<file path="config.mk">
export PLATFORM = sky130hd
export DESIGN_NAME = ps2_key_tracker
export DESIGN_NICKNAME = d
export VERILOG_FILES = /design/src/rtl/ps2_kbd_pkg.sv /design/src/rtl/ps2_rx_frame.sv /design/src/rtl/ps2_key_tracker.sv
export SDC_FILE = /design/constraint.sdc
export NUM_CORES = 1
export LEC_CHECK = 0
export ABC_AREA = 1
export CORE_MARGIN = 4
export CORE_UTILIZATION = 40
export CTS_CLUSTER_DIAMETER = 120
export CTS_CLUSTER_SIZE = 10
export DETAILED_ROUTE_END_ITERATION = 7
export PLACE_DENSITY = 0.69
export SYNTH_ARGS = -nofsm -noshare
export SYNTH_HDL_FRONTEND = slang
export SYNTH_SLANG_ARGS = --single-unit
</file>
<file path="constraint.sdc">
create_clock -name sys_clk -period 3.5 [get_ports sys_clk]
set_input_delay 0.7 -clock sys_clk [delete_from_list [all_inputs] [get_ports sys_clk]]
set_output_delay 0.7 -clock sys_clk [all_outputs]
set_load 0.02 [all_outputs]
</file>
<file path="src/rtl/ps2_kbd_pkg.sv">
// rtl/ps2_kbd_pkg.sv - shared constants, frame FSM states and musical key table
// Purpose: common definitions for the PS/2 receive front end and key tracker.
package ps2_kbd_pkg;

  localparam logic [7:0] PS2_BREAK  = 8'hF0;
  localparam logic [7:0] PS2_EXT    = 8'hE0;
  localparam logic [7:0] VOICE_IDLE = 8'hF0;

  typedef enum logic [1:0] {
    FR_IDLE,
    FR_DATA,
    FR_PARITY,
    FR_STOP
  } frame_state_t;

  // Two rows of the keyboard mapped onto a chromatic range.
  function automatic logic is_music_key(input logic [7:0] code);
    case (code)
      8'h15, 8'h1D, 8'h24, 8'h2C, 8'h35, 8'h43, 8'h44, 8'h4D, 8'h5B, 8'h52,
      8'h4C, 8'h4B, 8'h42, 8'h3B, 8'h33, 8'h34, 8'h2B, 8'h23, 8'h1B, 8'h1C:
        is_music_key = 1'b1;
      default:
        is_music_key = 1'b0;
    endcase
  endfunction

endpackage

</file>
<file path="src/rtl/ps2_rx_frame.sv">
// rtl/ps2_rx_frame.sv - PS/2 clock filter, frame receiver and timeout
// Purpose: synchronise and filter ps2_clk, shift in 11-bit frames, check them.
// Ports: sys_clk/reset (async, active high); ps2_clk/ps2_dat raw inputs;
//        scandata last good byte; scan_valid/parity_err/frame_err one-cycle pulses.
module ps2_rx_frame
  import ps2_kbd_pkg::*;
#(
  parameter int FILTER_LEN     = 8,
  parameter int TIMEOUT_CYCLES = 100000
) (
  input  logic       sys_clk,
  input  logic       reset,
  input  logic       ps2_clk,
  input  logic       ps2_dat,
  output logic [7:0] scandata,
  output logic       scan_valid,
  output logic       parity_err,
  output logic       frame_err
);

  localparam int FW = $clog2(FILTER_LEN + 1);
  localparam int TW = $clog2(TIMEOUT_CYCLES + 1);

  logic [1:0]    r_clk_s;
  logic [1:0]    r_dat_s;
  logic          r_filt;
  logic [FW-1:0] r_fcnt;
  logic          r_fall;
  logic          r_fall_dat;
  frame_state_t  r_state;
  frame_state_t  w_next;
  logic [7:0]    r_shift;
  logic [2:0]    r_bitcnt;
  logic          r_par;
  logic [TW-1:0] r_to_cnt;
  logic [7:0]    r_scandata;
  logic          w_change_done;
  logic          w_timeout;
  logic          w_scan_valid;
  logic          w_parity_err;
  logic          w_frame_err;

  // Filter accepts a new level only after FILTER_LEN consecutive differing samples.
  assign w_change_done = (r_clk_s[1] != r_filt) && (r_fcnt == FW'(FILTER_LEN - 1));

  always_ff @(posedge sys_clk or posedge reset) begin
    if (reset) begin
      r_clk_s    <= 2'b11;
      r_dat_s    <= 2'b11;
      r_filt     <= 1'b1;
      r_fcnt     <= '0;
      r_fall     <= 1'b0;
      r_fall_dat <= 1'b1;
    end else begin
      r_clk_s <= {r_clk_s[0], ps2_clk};
      r_dat_s <= {r_dat_s[0], ps2_dat};
      if (r_clk_s[1] == r_filt) begin
        r_fcnt <= '0;
      end else if (w_change_done) begin
        r_fcnt <= '0;
        r_filt <= r_clk_s[1];
      end else begin
        r_fcnt <= r_fcnt + 1'b1;
      end
      // Data bit travels alongside the fall strobe so both are aligned.
      r_fall     <= w_change_done && !r_clk_s[1];
      r_fall_dat <= r_dat_s[1];
    end
  end

  assign w_timeout = (r_state != FR_IDLE) && !r_fall &&
                     (r_to_cnt == TW'(TIMEOUT_CYCLES - 1));

  always_comb begin
    w_next       = r_state;
    w_scan_valid = 1'b0;
    w_parity_err = 1'b0;
    w_frame_err  = 1'b0;
    case (r_state)
      FR_IDLE: begin
        if (r_fall) begin
          if (!r_fall_dat) w_next = FR_DATA;
          else             w_frame_err = 1'b1;
        end
      end
      FR_DATA: begin
        if (r_fall && (r_bitcnt == 3'd7)) w_next = FR_PARITY;
      end
      FR_PARITY: begin
        if (r_fall) w_next = FR_STOP;
      end
      FR_STOP: begin
        if (r_fall) begin
          w_next = FR_IDLE;
          if (!r_fall_dat)             w_frame_err  = 1'b1;
          else if (^{r_shift, r_par})  w_scan_valid = 1'b1;
          else                         w_parity_err = 1'b1;
        end
      end
      default: w_next = FR_IDLE;
    endcase
    if (w_timeout) begin
      w_next      = FR_IDLE;
      w_frame_err = 1'b1;
    end
  end

  always_ff @(posedge sys_clk or posedge reset) begin
    if (reset) begin
      r_state    <= FR_IDLE;
      r_shift    <= '0;
      r_bitcnt   <= '0;
      r_par      <= 1'b0;
      r_to_cnt   <= '0;
      r_scandata <= '0;
    end else begin
      r_state  <= w_next;
      r_to_cnt <= (r_state == FR_IDLE || r_fall) ? '0 : r_to_cnt + 1'b1;
      if (r_state == FR_IDLE) r_bitcnt <= '0;
      if (r_fall && (r_state == FR_DATA)) begin
        r_shift  <= {r_fall_dat, r_shift[7:1]};
        r_bitcnt <= r_bitcnt + 1'b1;
      end
      if (r_fall && (r_state == FR_PARITY)) r_par <= r_fall_dat;
      if (w_scan_valid) r_scandata <= r_shift;
    end
  end

  // Present the new byte during the scan_valid pulse itself.
  assign scandata   = w_scan_valid ? r_shift : r_scandata;
  assign scan_valid = w_scan_valid;
  assign parity_err = w_parity_err;
  assign frame_err  = w_frame_err;

endmodule

</file>
<file path="src/rtl/ps2_key_tracker.sv">
// rtl/ps2_key_tracker.sv - PS/2 keyboard front end with polyphonic voice table
// Purpose: decode make/break/extended codes and assign held music keys to slots.
// Ports: sys_clk/reset (async, active high); ps2_clk/ps2_dat raw PS/2 lines;
//        all_off releases every voice; scandata/scan_valid/parity_err/frame_err
//        from the receiver; voice_on per-slot flag; voice_code 8 bits per slot.
module ps2_key_tracker
  import ps2_kbd_pkg::*;
#(
  parameter int NUM_VOICES     = 4,
  parameter int FILTER_LEN     = 8,
  parameter int TIMEOUT_CYCLES = 100000,
  parameter int STEAL          = 0
) (
  input  logic                    sys_clk,
  input  logic                    reset,
  input  logic                    ps2_clk,
  input  logic                    ps2_dat,
  input  logic                    all_off,
  output logic [7:0]              scandata,
  output logic                    scan_valid,
  output logic                    parity_err,
  output logic                    frame_err,
  output logic [NUM_VOICES-1:0]   voice_on,
  output logic [8*NUM_VOICES-1:0] voice_code
);

  localparam int IW = (NUM_VOICES > 1) ? $clog2(NUM_VOICES) : 1;

  logic [NUM_VOICES-1:0]       r_on;
  logic [NUM_VOICES-1:0][7:0]  r_code;
  logic                        r_break_pend;
  logic                        r_ext_pend;
  logic [IW-1:0]               r_steal_ptr;
  logic                        w_free_found;
  logic [IW-1:0]               w_free_idx;
  logic                        w_held;

  ps2_rx_frame #(
    .FILTER_LEN    (FILTER_LEN),
    .TIMEOUT_CYCLES(TIMEOUT_CYCLES)
  ) u_rx (
    .sys_clk   (sys_clk),
    .reset     (reset),
    .ps2_clk   (ps2_clk),
    .ps2_dat   (ps2_dat),
    .scandata  (scandata),
    .scan_valid(scan_valid),
    .parity_err(parity_err),
    .frame_err (frame_err)
  );

  // Descending scan so the lowest free index is the one left standing.
  always_comb begin
    w_free_found = 1'b0;
    w_free_idx   = '0;
    w_held       = 1'b0;
    for (int i = NUM_VOICES - 1; i >= 0; i--) begin
      if (!r_on[i]) begin
        w_free_found = 1'b1;
        w_free_idx   = IW'(i);
      end
    end
    for (int i = 0; i < NUM_VOICES; i++) begin
      if (r_on[i] && (r_code[i] == scandata)) w_held = 1'b1;
    end
  end

  always_ff @(posedge sys_clk or posedge reset) begin
    if (reset) begin
      r_on         <= '0;
      r_code       <= {NUM_VOICES{VOICE_IDLE}};
      r_break_pend <= 1'b0;
      r_ext_pend   <= 1'b0;
      r_steal_ptr  <= '0;
    end else if (all_off) begin
      r_on         <= '0;
      r_code       <= {NUM_VOICES{VOICE_IDLE}};
      r_break_pend <= 1'b0;
      r_ext_pend   <= 1'b0;
    end else if (scan_valid) begin
      if (scandata == PS2_BREAK) begin
        r_break_pend <= 1'b1;
      end else if (scandata == PS2_EXT) begin
        r_ext_pend <= 1'b1;
      end else if (r_ext_pend) begin
        // Extended keys never drive voices; the byte just closes the sequence.
        r_ext_pend   <= 1'b0;
        r_break_pend <= 1'b0;
      end else if (r_break_pend) begin
        r_break_pend <= 1'b0;
        for (int i = 0; i < NUM_VOICES; i++) begin
          if (r_on[i] && (r_code[i] == scandata)) begin
            r_on[i]   <= 1'b0;
            r_code[i] <= VOICE_IDLE;
          end
        end
      end else if (is_music_key(scandata) && !w_held) begin
        if (w_free_found) begin
          r_on[w_free_idx]   <= 1'b1;
          r_code[w_free_idx] <= scandata;
        end else if (STEAL != 0) begin
          r_on[r_steal_ptr]   <= 1'b1;
          r_code[r_steal_ptr] <= scandata;
          r_steal_ptr <= (r_steal_ptr == IW'(NUM_VOICES - 1)) ? '0 : r_steal_ptr + 1'b1;
        end
      end
    end
  end

  assign voice_on   = r_on;
  assign voice_code = r_code;

endmodule

</file>
* Word-level counts from Yosys, hierarchy flattened
Index checks and enable logic that the tools add are counted.
W data, S select, Z words.
** Cells by class
- Add/subtract/negate cells :: 3
- Multiply operators :: 0
- Div/mod/pow operators :: 0
- Magnitude comparators :: 2
- Eq/ne operators :: 47
- Shifts and indexed selects :: 0
- Multiplexer cells :: 83
- Bitwise operators :: 2
- Reductions and logical operators :: 33
** Operator list (count)
- $mux W32 :: 8
- $eq A8 B6 Y1 const B :: 8
- $eq A8 B7 Y1 const B :: 8
- $mux W8 :: 6
- $mux W1 :: 41
- $mux W4 :: 10
- $bwmux W32 :: 1
- $eq A8 B5 Y1 const B :: 4
- $eq A8 B8 Y1 :: 4
- $reduce_and A7 Y1 :: 4
- $mux W2 :: 10
- $reduce_or A20 Y1 :: 1
- $add A17 B1 Y17 const B :: 1
- $eq A17 B17 Y1 const B :: 1
- $mux W17 :: 1
- $demux W8 S2 :: 1
- $eq A8 B8 Y1 const B :: 2
- $logic_and A1 B1 Y1 :: 13
- $ne A3 B1 Y1 const B :: 4
- $ne A3 B2 Y1 const B :: 4
- $reduce_xor A9 Y1 :: 1
- $pmux W2 S4 :: 1
- $mux W3 :: 2
- $ne A2 B2 Y1 const B :: 3
- 22 further kinds :: 31
** Word-level totals
- Flip-flop bits (word level) :: 88
- Bits in latches :: 0
- Bits in writable memories :: 0
- ROM bits :: 0
- Output and inout port bits :: 47
- Word-level logic and storage cells :: 192
- Memories kept :: 0

* Longest topological paths before layout
Gate-level depths: netlist of run 1.
- Depth in word-level cells :: 23
- Depth in mapped cells :: 25

* Cells and area by module
Synthesis of run 1 repeated with hierarchy kept, for this count alone.
** Unflattened totals
- Cells, all modules :: 733
- Area total of the unflattened synthesis :: 5233.8 µm²
** By module, submodules not included
- ps2_key_tracker :: instances 1, cells each 416, area an instance 2715.1 µm², sequential area each 970.9 µm²
- ps2_rx_frame :: instances 1, cells each 317, area an instance 2518.7 µm², sequential area each 1258.7 µm²

* Least setup slack after synthesis of run 1
OpenSTA, ideal clock, no wires.
- Path type :: reg-to-reg
- Start :: reg u_rx.r_shift[2]
- End :: reg r_code (netlist bit voice_code[2])
- Setup time :: 0.117 ns
- Data arrival time :: 2.584 ns
- Data required time :: 3.383 ns
- Setup slack :: 0.799 ns
- Stages on the path, launching flop included :: 19
- Buffers on the path :: 0
- Clock period less this slack :: 2.701 ns
- Path through :: dfrtp_1 -> inv_2 -> nand2_1 -> nand3_1 -> nand2_1 -> nand2_1 -> nand2_1 -> nand2_2 -> nand3_4 -> o21ai_2 -> nor2_2 -> nand2_1 -> inv_1 -> nand4_1 -> and2_1 -> nor3b_4 -> nand4_4 -> nand2_1 -> nand2_1
** Between the ends
- Word-level cells in the longest chain between the ends :: 18
** RTL lines
- from (decl) :: line ps2_rx_frame.sv:32 : logic [7:0] r_shift;
- from (signal assigned) :: line ps2_rx_frame.sv:121 : r_shift <= {r_fall_dat, r_shift[7:1]};
- $reduce_xor A9 Y1 (*) :: line ps2_rx_frame.sv:96 : else if (^{r_shift, r_par}) w_scan_valid = 1'b1;
- $mux W1 (*) :: line ps2_rx_frame.sv:96
- $mux W1 (*) :: line ps2_rx_frame.sv:95 : if (!r_fall_dat) w_frame_err = 1'b1;
- $mux W1 (*) :: line ps2_rx_frame.sv:93 : if (r_fall) begin
- $mux W1 (*) :: line ps2_rx_frame.sv:79 : case (r_state)
- $mux W8 (*) :: line ps2_rx_frame.sv:130 : assign scandata = w_scan_valid ? r_shift : r_scandata;
- via scandata[1] :: line ps2_key_tracker.sv:19 : output logic [7:0] scandata,
- $eq A8 B5 Y1, or another cell as far along :: line ps2_kbd_pkg.sv:18 : case (code)
- [3 not listed]
- $mux W1 :: line ps2_key_tracker.sv:85 : end else if (r_ext_pend) begin
- $mux W1 :: line ps2_key_tracker.sv:83 : end else if (scandata == PS2_EXT) begin
- $mux W1 :: line ps2_key_tracker.sv:81 : if (scandata == PS2_BREAK) begin
- $mux W1 :: line ps2_key_tracker.sv:80 : end else if (scan_valid) begin
- $mux W1 :: line ps2_key_tracker.sv:75 : end else if (all_off) begin
- $logic_and A1 B1 Y1 :: line ps2_key_tracker.sv:97 : end else if (is_music_key(scandata) && !w_held) begin
- $reduce_bool A3 Y1 (no source line)
- $reduce_and A7 Y1 (no source line) (*)
- to (signal assigned) :: line ps2_key_tracker.sv:77 : r_code <= {NUM_VOICES{VOICE_IDLE}};
- to (signal, indexed assignment) :: line ps2_key_tracker.sv:100 : r_code[w_free_idx] <= scandata;
- to (signal, indexed assignment) :: line ps2_key_tracker.sv:103 : r_code[r_steal_ptr] <= scandata;
- to (decl) :: line ps2_key_tracker.sv:30 : logic [NUM_VOICES-1:0][7:0] r_code;
The timed path passes the listed nets; every way through them passes the cells marked *. The select of a mux whose other input is x is not followed.
A chain may end at the register's enable or synchronous reset.

* Final worst setup path of run 1
- Start :: reg u_rx.r_shift[1]
- End :: out scandata[2]
** Between the ends
- Word-level cells in the longest chain between the ends :: 6
** RTL lines (line)
- $reduce_xor A9 Y1 :: ps2_rx_frame.sv:96
- $mux W1 :: ps2_rx_frame.sv:96
- $mux W1 :: ps2_rx_frame.sv:95
- $mux W1 :: ps2_rx_frame.sv:93
- $mux W1 :: ps2_rx_frame.sv:79
- $mux W8 :: ps2_rx_frame.sv:130
- to (decl) :: ps2_key_tracker.sv:19
No other way between the ends.

==> flow_summary.toml, run 1 <==
[critical_path]
cp_num_buf_inv = 3
crit_chain = "inv_2 > nand2_1 > nand3_1 > nand2_1 > nand2_1 > nand3_2 > nand3_4 > nand2_1 > nand2_1 > buf_4 > clkdlybuf4s50_1"
path_class = "flip-flop to primary output"
start_kind = "flip-flop"
slowest_stage = "clkdlybuf4s50_1"
crit_path_max_incr_delay_ps = 600
cp.required_ps = 2800
path_max_fanout = 17
crit_top_cell = "nand2_1"
cpLargestDelayFamily = "simple AND/OR/NAND/NOR gates"
cp-end-kind = "primary output"
cp.arrival_ps = 2580

[clocking]
cts_made_buffers = 9
clock-sinks = 88
clockBufferDepth = 2
htreeDepth = 3
cts.clk_slew.worst_paths_ps = 70
insertion_delay_ps = 350
cts_tree = "built"
cts_root_buf = "clkbuf_16"

[timing]
final.setup.tns_ps = 0
finalHoldViolCount = 0
max_slew_margin_pct = 60.0
fin_worst_skew_ps = 6.68
min_period_ps = 3280
period_share_pct = 93.6
finalSetupViolCount = 0
worst_pin_slew_ps = 598
final_max_slew_viol_count = 0
fmax_mhz = 305

[finish]
drive_gt1_share_pct = 11.0
final_nets = 805
postLayoutCellArea_mm2 = 0.00645
fill_cells = 1224
antennaDiodeCount = 0
syn2layout_area_growth_pct = 22.1
stdcell_count = 969
regArea_mm2 = 0.00223
utilization_pct = 50.5
multi_input_area_mm2 = 0.00261

[placed_design]
place_area_mm2 = 0.00602
gp_congestion = 0.971
dp_hpwl_mm = 10.0
numPortBuffers = 51
dp.cells = 946

[synth]
synth_area_mm2 = 0.00529
synth_cell_types = 38
synth_edf_count = 0
syn_area_per_cell_um2 = 7.28
synth_commonest_cells = "nand2_1 (244), inv_1 (85), nor2_1 (72), dfrtp_1 (66), nand4_1 (52)"
yosys_most_used_dff = "dfrtp_1"
postSynthCellCount = 726
ys_top_cells_by_area = "dfrtp_1 (31%), nand2_1 (17%), dfstp_2 (11%)"
ys_async_sr_fraction_pct = 100
synth_top_area_share_pct = 31.3
synth-seq-cells = 88
synth-seq-area-share_pct = 42.2
syn_nets = 739
yosys.area.top_type = "dfrtp_1"
yosysMostFrequentCell = "nand2_1"
ys_warn_count = 0

[route]
wl_per_cell_um = 14.4
via_count = 4971
drc_errors = 0
drtIter0Drc = 478
drt_pass1_iterations = 5
vias_per_cell = 5.13
final_antenna_net_count = 0
drt-total-wl_mm = 13.9

[floorplanning]
die_height_um = 123
die_area_mm2 = 0.0151
fp.dieW_um = 123
core_mm2 = 0.0128
initial_core_util_pct = 41.4
num_io_pins = 52
rows = 41

[power_and_ir_drop]
clockPowerShare_pct = 39.2
swShare_pct = 28.7
p_sw_uw = 826
p_int_uw = 2050
p_leak_uw = 0.00319
p_seq_share_pct = 42.1
vdd_ir_drop_max_mv = 0.214
power_frac_comb_pct = 18.7
power.total_uw = 2880
power.density_mw_per_mm2 = 446

[global_route]
grt_pass1_wl_mm = 22.9
grt-ovfl-total = 0
grt_start_max_net_pins = 69
grt_pass1_vias = 4552
gr-usage-all-layers_pct = 19.4
antenna_found_initial = 0

[status]
status = "completed"

[job]
cap_violations = 0

[hold_path]
hold_class = "flip-flop to flip-flop"
[worst register-to-register path: stages, from the launching register on]
cell	delay, ps
dfrtp_1	410
inv_2	120
nand2_1	80
nand3_1	100
nand2_1	60
nand2_1	80
nand2_1	70
nand2_2	140
nand3_4	210
nand2_1	170
o21ai_4	90
buf_4	180
buf_4	160
nor2_1	120
nand2_1	70
a21oi_1	150
nor2_1	60
nand2_1	90
nand3_2	130
nand2_2	150
nand4_1	100
buf_4	190
nand2_1	70
nand2_1	50
[power groups by stage]
| stage | clock network (uW) | logic (uW) | registers [uW] |
|---|---|---|---|
| 2_1_floorplan | 0 | 335 | 1250 |
| 3_3_place_gp | 0 | 534 | 1220 |
| 3_5_place_dp | 0 | 536 | 1230 |
| 4_1_cts | 1150 | 541 | 1210 |
| 5_1_grt | 1200 | 620 | 1220 |
| 6_report | 1130 | 538 | 1210 |
[registers in the layout, summed over array words and instances (netlist names)]
name and flops:
u_rx.r_scandata 8, voice_code 32, voice_on 4, u_rx.r_dat_s 2, u_rx.r_to_cnt 17, u_rx.r_par 1, u_rx.r_fall 1, u_rx.r_clk_s 2
u_rx.r_fcnt 4, r_ext_pend 1, u_rx.r_bitcnt 3, u_rx.r_shift 8, r_break_pend 1, u_rx.r_state 2, u_rx.r_fall_dat 1, u_rx.r_filt 1
[metrics by stage]
| step | worst slack (ps) | hold WS, ps |
|---|---|---|
| finish | 223 | 356 |
| global route | -1.82 | 365 |
| CTS | 17.5 | 357 |
| detailed placement | 161 | 347 |
| floorplan | 558 | 345 |
| global placement | 214 | 346 |
[final timing paths]
check                                            start                           end  slack [ps]  cells past startpoint
hold reg to reg              u_rx.r_clk_s[0]$_DFF_PP1_     u_rx.r_clk_s[1]$_DFF_PP1_         360                      0
hold / removal               u_rx.r_clk_s[0]$_DFF_PP1_     u_rx.r_clk_s[1]$_DFF_PP1_         360                      0
min in group asynchronous                        reset  u_rx.r_bitcnt[2]$_DFFE_PP0P_         650                      2
max in group asynchronous                        reset     voice_code[4]$_DFFE_PP1P_        2130                      3
setup / recovery           u_rx.r_shift[1]$_DFFE_PP0P_                   scandata[2]         220                     11
setup reg to reg           u_rx.r_shift[1]$_DFFE_PP0P_    voice_code[27]$_DFFE_PP0P_         330                     23
[routing by layer]
layer | up-vias | part of all wire, % | track usage [%]
li1 | 2497 | - | -
met1 | 2299 | 47 | 27.9
met2 | 154 | 44 | 28.3
met3 | 21 | 6.9 | 4.89
met4 | 0 | 1.8 | 7.21
met5 | - | 0 | 0
[cell families after synthesis]
logic type               synth area share (%)
AO/OA/AOI/OAI                            7.74
AND/OR/NAND/NOR                          36.8
XOR/XNOR                                 2.49
flip-flops                               42.2
adder cells (fa/ha/maj)                  1.89
buffers and inverters                    8.85
[what timing repair did]
item                       4_1_cts  5_1_grt
pin swaps                        0        1
setup buffers                    0        7
setup endpoints to repair        2       45
hold buffers                     0        0
gates resized for setup          2       11
[cells in the final DEF, fill, tap and decap left out, drive strengths merged, types with 3 or more instances in the layout]
| cell type | n |
|---|---|
| clkbuf | 10 |
| dfstp | 22 |
| nand4 | 53 |
| nand2 | 252 |
| o21ai | 27 |
| ha | 8 |
| nand3 | 36 |
| bufinv | 3 |
| a211oi | 3 |
| nor3 | 11 |
| nand3b | 5 |
| dfrtp | 66 |
| dlymetal6s2s | 5 |
| o211ai | 11 |
| clkinv | 3 |
| xnor2 | 4 |
| clkdlybuf4s50 | 45 |
| buf | 22 |
| inv | 89 |
| nor2 | 76 |
| xor2 | 11 |
| a21oi | 24 |
| a31oi | 3 |
[final cells by class]
cell class	count	area share [%]
clock buffers	10	3.55
clock inverters	6	1.82
repair buffers	73	11.0
flip-flops and latches	88	34.5
multi-input cells	530	40.5
inverters	90	5.25
well taps	172	3.33
Note: power is estimated with default switching activity, not from simulation.
==> inputs of run 2 (changes only) <==
--- a/config.mk
+++ b/config.mk
@@ -11,7 +11,8 @@
 export CTS_CLUSTER_DIAMETER = 120
 export CTS_CLUSTER_SIZE = 10
 export DETAILED_ROUTE_END_ITERATION = 7
-export PLACE_DENSITY = 0.69
+export DONT_BUFFER_PORTS = 1
+export PLACE_DENSITY = 0.64
 export SYNTH_ARGS = -nofsm -noshare
 export SYNTH_HDL_FRONTEND = slang
 export SYNTH_SLANG_ARGS = --single-unit
==> constraint.sdc (replaced) <==
create_clock -name sys_clk -period 4.15 [get_ports sys_clk]
set_input_delay 0.83 -clock sys_clk [delete_from_list [all_inputs] [get_ports sys_clk]]
set_output_delay 0.83 -clock sys_clk [all_outputs]
set_load 0.02 [all_outputs]
==> flow_summary.toml, run 2 (same netlist as run 1, synthesis figures left out) <==
[status]
status = "completed"

[critical_path]
ff2ff_setup_slack_ps = 380
crit_chain = "inv_2 > nand2_1 > nand3_1 > nand2_1 > nand2_1 > nand3_2 > nand3_4 > nand2_1 > nand2_2 > inv_2 > nor2_2 > nand3_1 > a21oi_1 > nor2_1 > nand2_1 > nand3_2 > a21oi_4 > buf_4 > nand2_1 > nand2_1 > nand2_1"
start_kind = "flip-flop"
crit_start = "u_rx.r_shift[1]$_DFFE_PP0P_"
path_class = "flip-flop to flip-flop"
r2r_end = "voice_on[2]$_DFFE_PP0P_"
cp.arrival_ps = 4010
crit_path_max_incr_delay_ps = 420
path_max_fanout = 27
cp.required_ps = 4380
crit_top_cell = "nand2_1"
cp-end-kind = "flip-flop"
worstRegToRegCells = 21
endpoint = "voice_on[2]$_DFFE_PP0P_"
worstReg2RegStart = "u_rx.r_shift[1]$_DFFE_PP0P_"
slowest_stage = "dfrtp_1"

[finish]
final_nets = 745
utilization_pct = 45.1
final_cell_mix = "nand2_1 (244), inv_1 (84), nor2_1 (72)"
final_common_cell = "nand2_1"
largest_reg_flops = 32
drive_gt1_share_pct = 10.2
antennaDiodeCount = 0
syn2layout_area_growth_pct = 9.02

[global_route]
use_met3_pct = 4.94
grt_use_met2_pct = 31.2
gr-usage-all-layers_pct = 20.6
grt-ovfl-total = 0
antenna_found_initial = 0
grt_pass1_wl_mm = 24.1
grt_start_max_net_pins = 35
gr-usage-met1_pct = 29.1
grt_busiest_layer = "met2"
grt_pass1_vias = 4491

[clocking]
htreeDepth = 3
post-cts-setup-buffers = 0
cts_hold_buf = 0
cts.clk_slew.worst_paths_ps = 70
cts-resized-gates = 0
insertion_delay_ps = 350
cts_made_buffers = 9
clockBufferDepth = 2
cts_tree = "built"
cts_root_buf = "clkbuf_16"
clock-sinks = 88

[timing]
final.setup.tns_ps = 0
rsz0062_at_grt = "false"
period_share_pct = 91.0
min_period_ps = 3770
final_max_slew_viol_count = 0
worst_pin_slew_ps = 757
fmax_mhz = 265
postLayoutSetupSlackWorst_ps = 375
fin_worst_skew_ps = 9.67
finalHoldViolCount = 0
finalSetupViolCount = 0
max_slew_margin_pct = 49.1

[power_and_ir_drop]
swShare_pct = 32.3
p_leak_uw = 0.00283
p_sw_uw = 721
vdd_ir_drop_max_mv = 0.283
p_int_uw = 1510
power.total_uw = 2230
power_frac_comb_pct = 15.9
p_seq_share_pct = 47.6
power.density_mw_per_mm2 = 387
clockPowerShare_pct = 36.4

[floorplanning]
die_area_mm2 = 0.0151
fp.dieW_um = 123
initial_core_util_pct = 41.4
die_height_um = 123
core_mm2 = 0.0128
rows = 41
num_io_pins = 52

[route]
final_antenna_net_count = 0
vias_per_cell = 5.32
wl_per_cell_um = 16.3
via_count = 4833
drc_errors = 0
drtIter0Drc = 410
drt-total-wl_mm = 14.8
drt_pass1_iterations = 7

[placed_design]
dp_hpwl_mm = 11.0
pre_cts_ws_ps = 459
numPortBuffers = 0
gp_congestion = 0.941

[job]
cap_violations = 0

[hold_path]
hold_class = "input pin to asynchronous set/reset pin"
## run 2: power groups by stage
| stage | Sequential (uW) | Combinational [uW] | Clock [uW] |
|---|---|---|---|
| 4_1_cts | 1060 | 357 | 835 |
| 2_1_floorplan | 1050 | 282 | 0 |
| 5_1_grt | 1080 | 417 | 869 |
| 3_5_place_dp | 1080 | 355 | 0 |
| 3_3_place_gp | 1080 | 343 | 0 |
| 6_report | 1060 | 355 | 812 |
## run 2: layout make-up
cell class	instances	area [um^2]
timing repair buffer	13	97.6
tap	172	215
sequential	88	2230
clock inverter	7	67.6
clock buffer	9	225
fill	1277	7010
inverter	90	339
multi-input combinational	530	2590
## run 2: routing by layer
layer	up-vias	wire, um
met1	2287	6880
met5	-	0
met4	0	281
met3	23	1040
li1	2386	-
met2	137	6590
## run 2: worst max-delay path: cells and delay by family (launching register included)
kind	cells	cell delay [ps]
compound gates	2	410
buf+inv	3	660
flops	1	420
simple gates	16	2130
## run 2: how the worst min path moves through the flow
stage               cells after the start  slack, ps                       from                         to
floorplan                               0        350  u_rx.r_clk_s[0]$_DFF_PP1_  u_rx.r_clk_s[1]$_DFF_PP1_
global placement                        0        350  u_rx.r_clk_s[0]$_DFF_PP1_  u_rx.r_clk_s[1]$_DFF_PP1_
detailed placement                      0        350  u_rx.r_dat_s[0]$_DFF_PP1_  u_rx.r_dat_s[1]$_DFF_PP1_
CTS                                     1        360                      reset   u_rx.r_fcnt[1]$_DFF_PP0_
global route                            0        360  u_rx.r_dat_s[0]$_DFF_PP1_  u_rx.r_dat_s[1]$_DFF_PP1_
finish                                  1        360                      reset   u_rx.r_fcnt[1]$_DFF_PP0_
## run 2: per-stage QoR
| stage | std cells | hold WS, ps | instance area, um^2 |
|---|---|---|---|
| global placement | 893 | 348 | 5470 |
| CTS | 909 | 360 | 5760 |
| floorplan | 726 | 345 | 5290 |
| detailed placement | 893 | 350 | 5470 |
| global route | 909 | 362 | 5760 |
| finish | 909 | 360 | 5760 |
==> inputs of run 3 (changes only) <==
==> constraint.sdc (replaced) <==
create_clock -name sys_clk -period 4.15 [get_ports sys_clk]
set_input_delay 0.83 -clock sys_clk [delete_from_list [all_inputs] [get_ports sys_clk]]
set_output_delay 0.83 -clock sys_clk [all_outputs]
set_load 0.01 [all_outputs]
==> flow_summary.toml, run 3 (same netlist as run 1, synthesis figures left out) <==
[route]
final_antenna_net_count = 0
wl_per_cell_um = 15.6
via_count = 4826
drc_errors = 0
drt-total-wl_mm = 14.2
vias_per_cell = 5.30
drt_pass1_iterations = 5
drtIter0Drc = 460

[clocking]
cts_root_buf = "clkbuf_16"
cts.clk_slew.worst_paths_ps = 60
cts_hold_buf = 0
insertion_delay_ps = 350
clockBufferDepth = 2
cts_tree = "built"
clock-sinks = 88
cts_made_buffers = 9
htreeDepth = 3

[global_route]
grt_start_max_net_pins = 49
use_met3_pct = 6.36
antenna_found_initial = 0
gr-usage-met1_pct = 27.3
grt-ovfl-total = 0
grt_pass1_vias = 4336
gr-usage-all-layers_pct = 19.6
grt_use_met2_pct = 28.8
grt_busiest_layer = "met2"
grt_pass1_wl_mm = 22.9

[timing]
worst_pin_slew_ps = 803
final.setup.tns_ps = 0
postLayoutSetupSlackWorst_ps = 499
finalHoldViolCount = 0
max_slew_margin_pct = 46.4
finalSetupViolCount = 0
fin_worst_skew_ps = 12.8
fin_hold_ws_ps = 357
min_period_ps = 3650
fmax_mhz = 274
rsz0062_at_grt = "false"
final_max_slew_viol_count = 0
period_share_pct = 88.0

[finish]
final_common_cell = "nand2_1"
final_cell_mix = "nand2_1 (242), inv_1 (84), nor2_1 (72)"
drive_gt1_share_pct = 10.6
largest_reg_flops = 32
final_nets = 747
syn2layout_area_growth_pct = 9.19
antennaDiodeCount = 0

[critical_path]
worstRegToRegCells = 20
crit_cells = 20
path_max_fanout = 18
cp.arrival_ps = 3890
crit_chain = "inv_2 > nand2_1 > nand3_1 > nand2_1 > nand2_1 > nand2_1 > nand2_2 > nand3_4 > o21ai_2 > nor2_2 > nand2_1 > inv_1 > nand4_1 > and2_1 > nand2_1 > a21oi_1 > buf_4 > nand4_1 > nand2_1 > nand2_1"
cp-end-kind = "flip-flop"
crit_path_max_incr_delay_ps = 620
slowest_stage = "o21ai_2"
cp.required_ps = 4390
path_class = "flip-flop to flip-flop"
cpLargestDelayFamily = "simple AND/OR/NAND/NOR gates"
cp_num_buf_inv = 3
start_kind = "flip-flop"
crit_top_cell = "nand2_1"

[floorplanning]
die_area_mm2 = 0.0151
initial_core_util_pct = 41.4
die_height_um = 123
core_mm2 = 0.0128
num_io_pins = 52
rows = 41
fp.dieW_um = 123

[hold_path]
whs_path_depth = 0
hold_class = "flip-flop to flip-flop"

[placed_design]
dp_hpwl_mm = 10.4
pre_cts_ws_ps = 447
gp_congestion = 0.952
numPortBuffers = 0

[job]
cap_violations = 0

[power_and_ir_drop]
power.total_uw = 2190
power.density_mw_per_mm2 = 379
vdd_ir_drop_max_mv = 0.278
p_leak_uw = 0.00284

[status]
status = "completed"
-- run 3: worst paths after layout --
check                                                  from                     endpoint  slack (ps)
worst min register to register    u_rx.r_clk_s[0]$_DFF_PP1_    u_rx.r_clk_s[1]$_DFF_PP1_         360
worst min-delay path              u_rx.r_clk_s[0]$_DFF_PP1_    u_rx.r_clk_s[1]$_DFF_PP1_         360
worst max register to register  u_rx.r_shift[2]$_DFFE_PP0P_   voice_code[16]$_DFFE_PP0P_         500
min in group asynchronous                             reset  u_rx.r_to_cnt[14]$_DFF_PP0_         490
worst max-delay path            u_rx.r_shift[2]$_DFFE_PP0P_   voice_code[16]$_DFFE_PP0P_         500
max in group asynchronous                             reset   voice_code[12]$_DFFE_PP1P_        2820
-- run 3: layout make-up --
type,instances,area [um^2]
Tap cell,172,215
Timing Repair Buffer,15,113
Sequential cell,88,2230
Multi-Input combinational cell,530,2590
Clock buffer,11,243
Clock inverter,5,38.8
Inverter,90,339
Fill cell,1263,7000
-- run 3: through the flow --
stage | area, um^2 | cells | util (%)
final | 5770 | 911 | 45.2
after global routing | 5770 | 911 | 45.2
after CTS | 5730 | 906 | 44.8
after detailed placement | 5450 | 890 | 42.6
after global placement | 5450 | 890 | 42.6
after floorplan | 5290 | 726 | -
-- run 3: metal layers --
metal,up-vias,part of all wire [%]
met5,-,0
met1,2243,44
li1,2377,-
met3,19,10
met2,187,44
met4,0,1.8
-- run 3: timing repair --
item	in CTS	in global routing
resized for setup	0	2
buffers inserted	0	5
setup endpoints to repair	0	1
endpoints found under the hold margin	0	0
-- run 3: power by group --
group / total (uW) / switching (uW) / internal [uW]
combinational: 359 / 229 / 130
sequential: 1040 / 84.2 / 957
clock: 785 / 358 / 427
total: 2190 / 671 / 1510
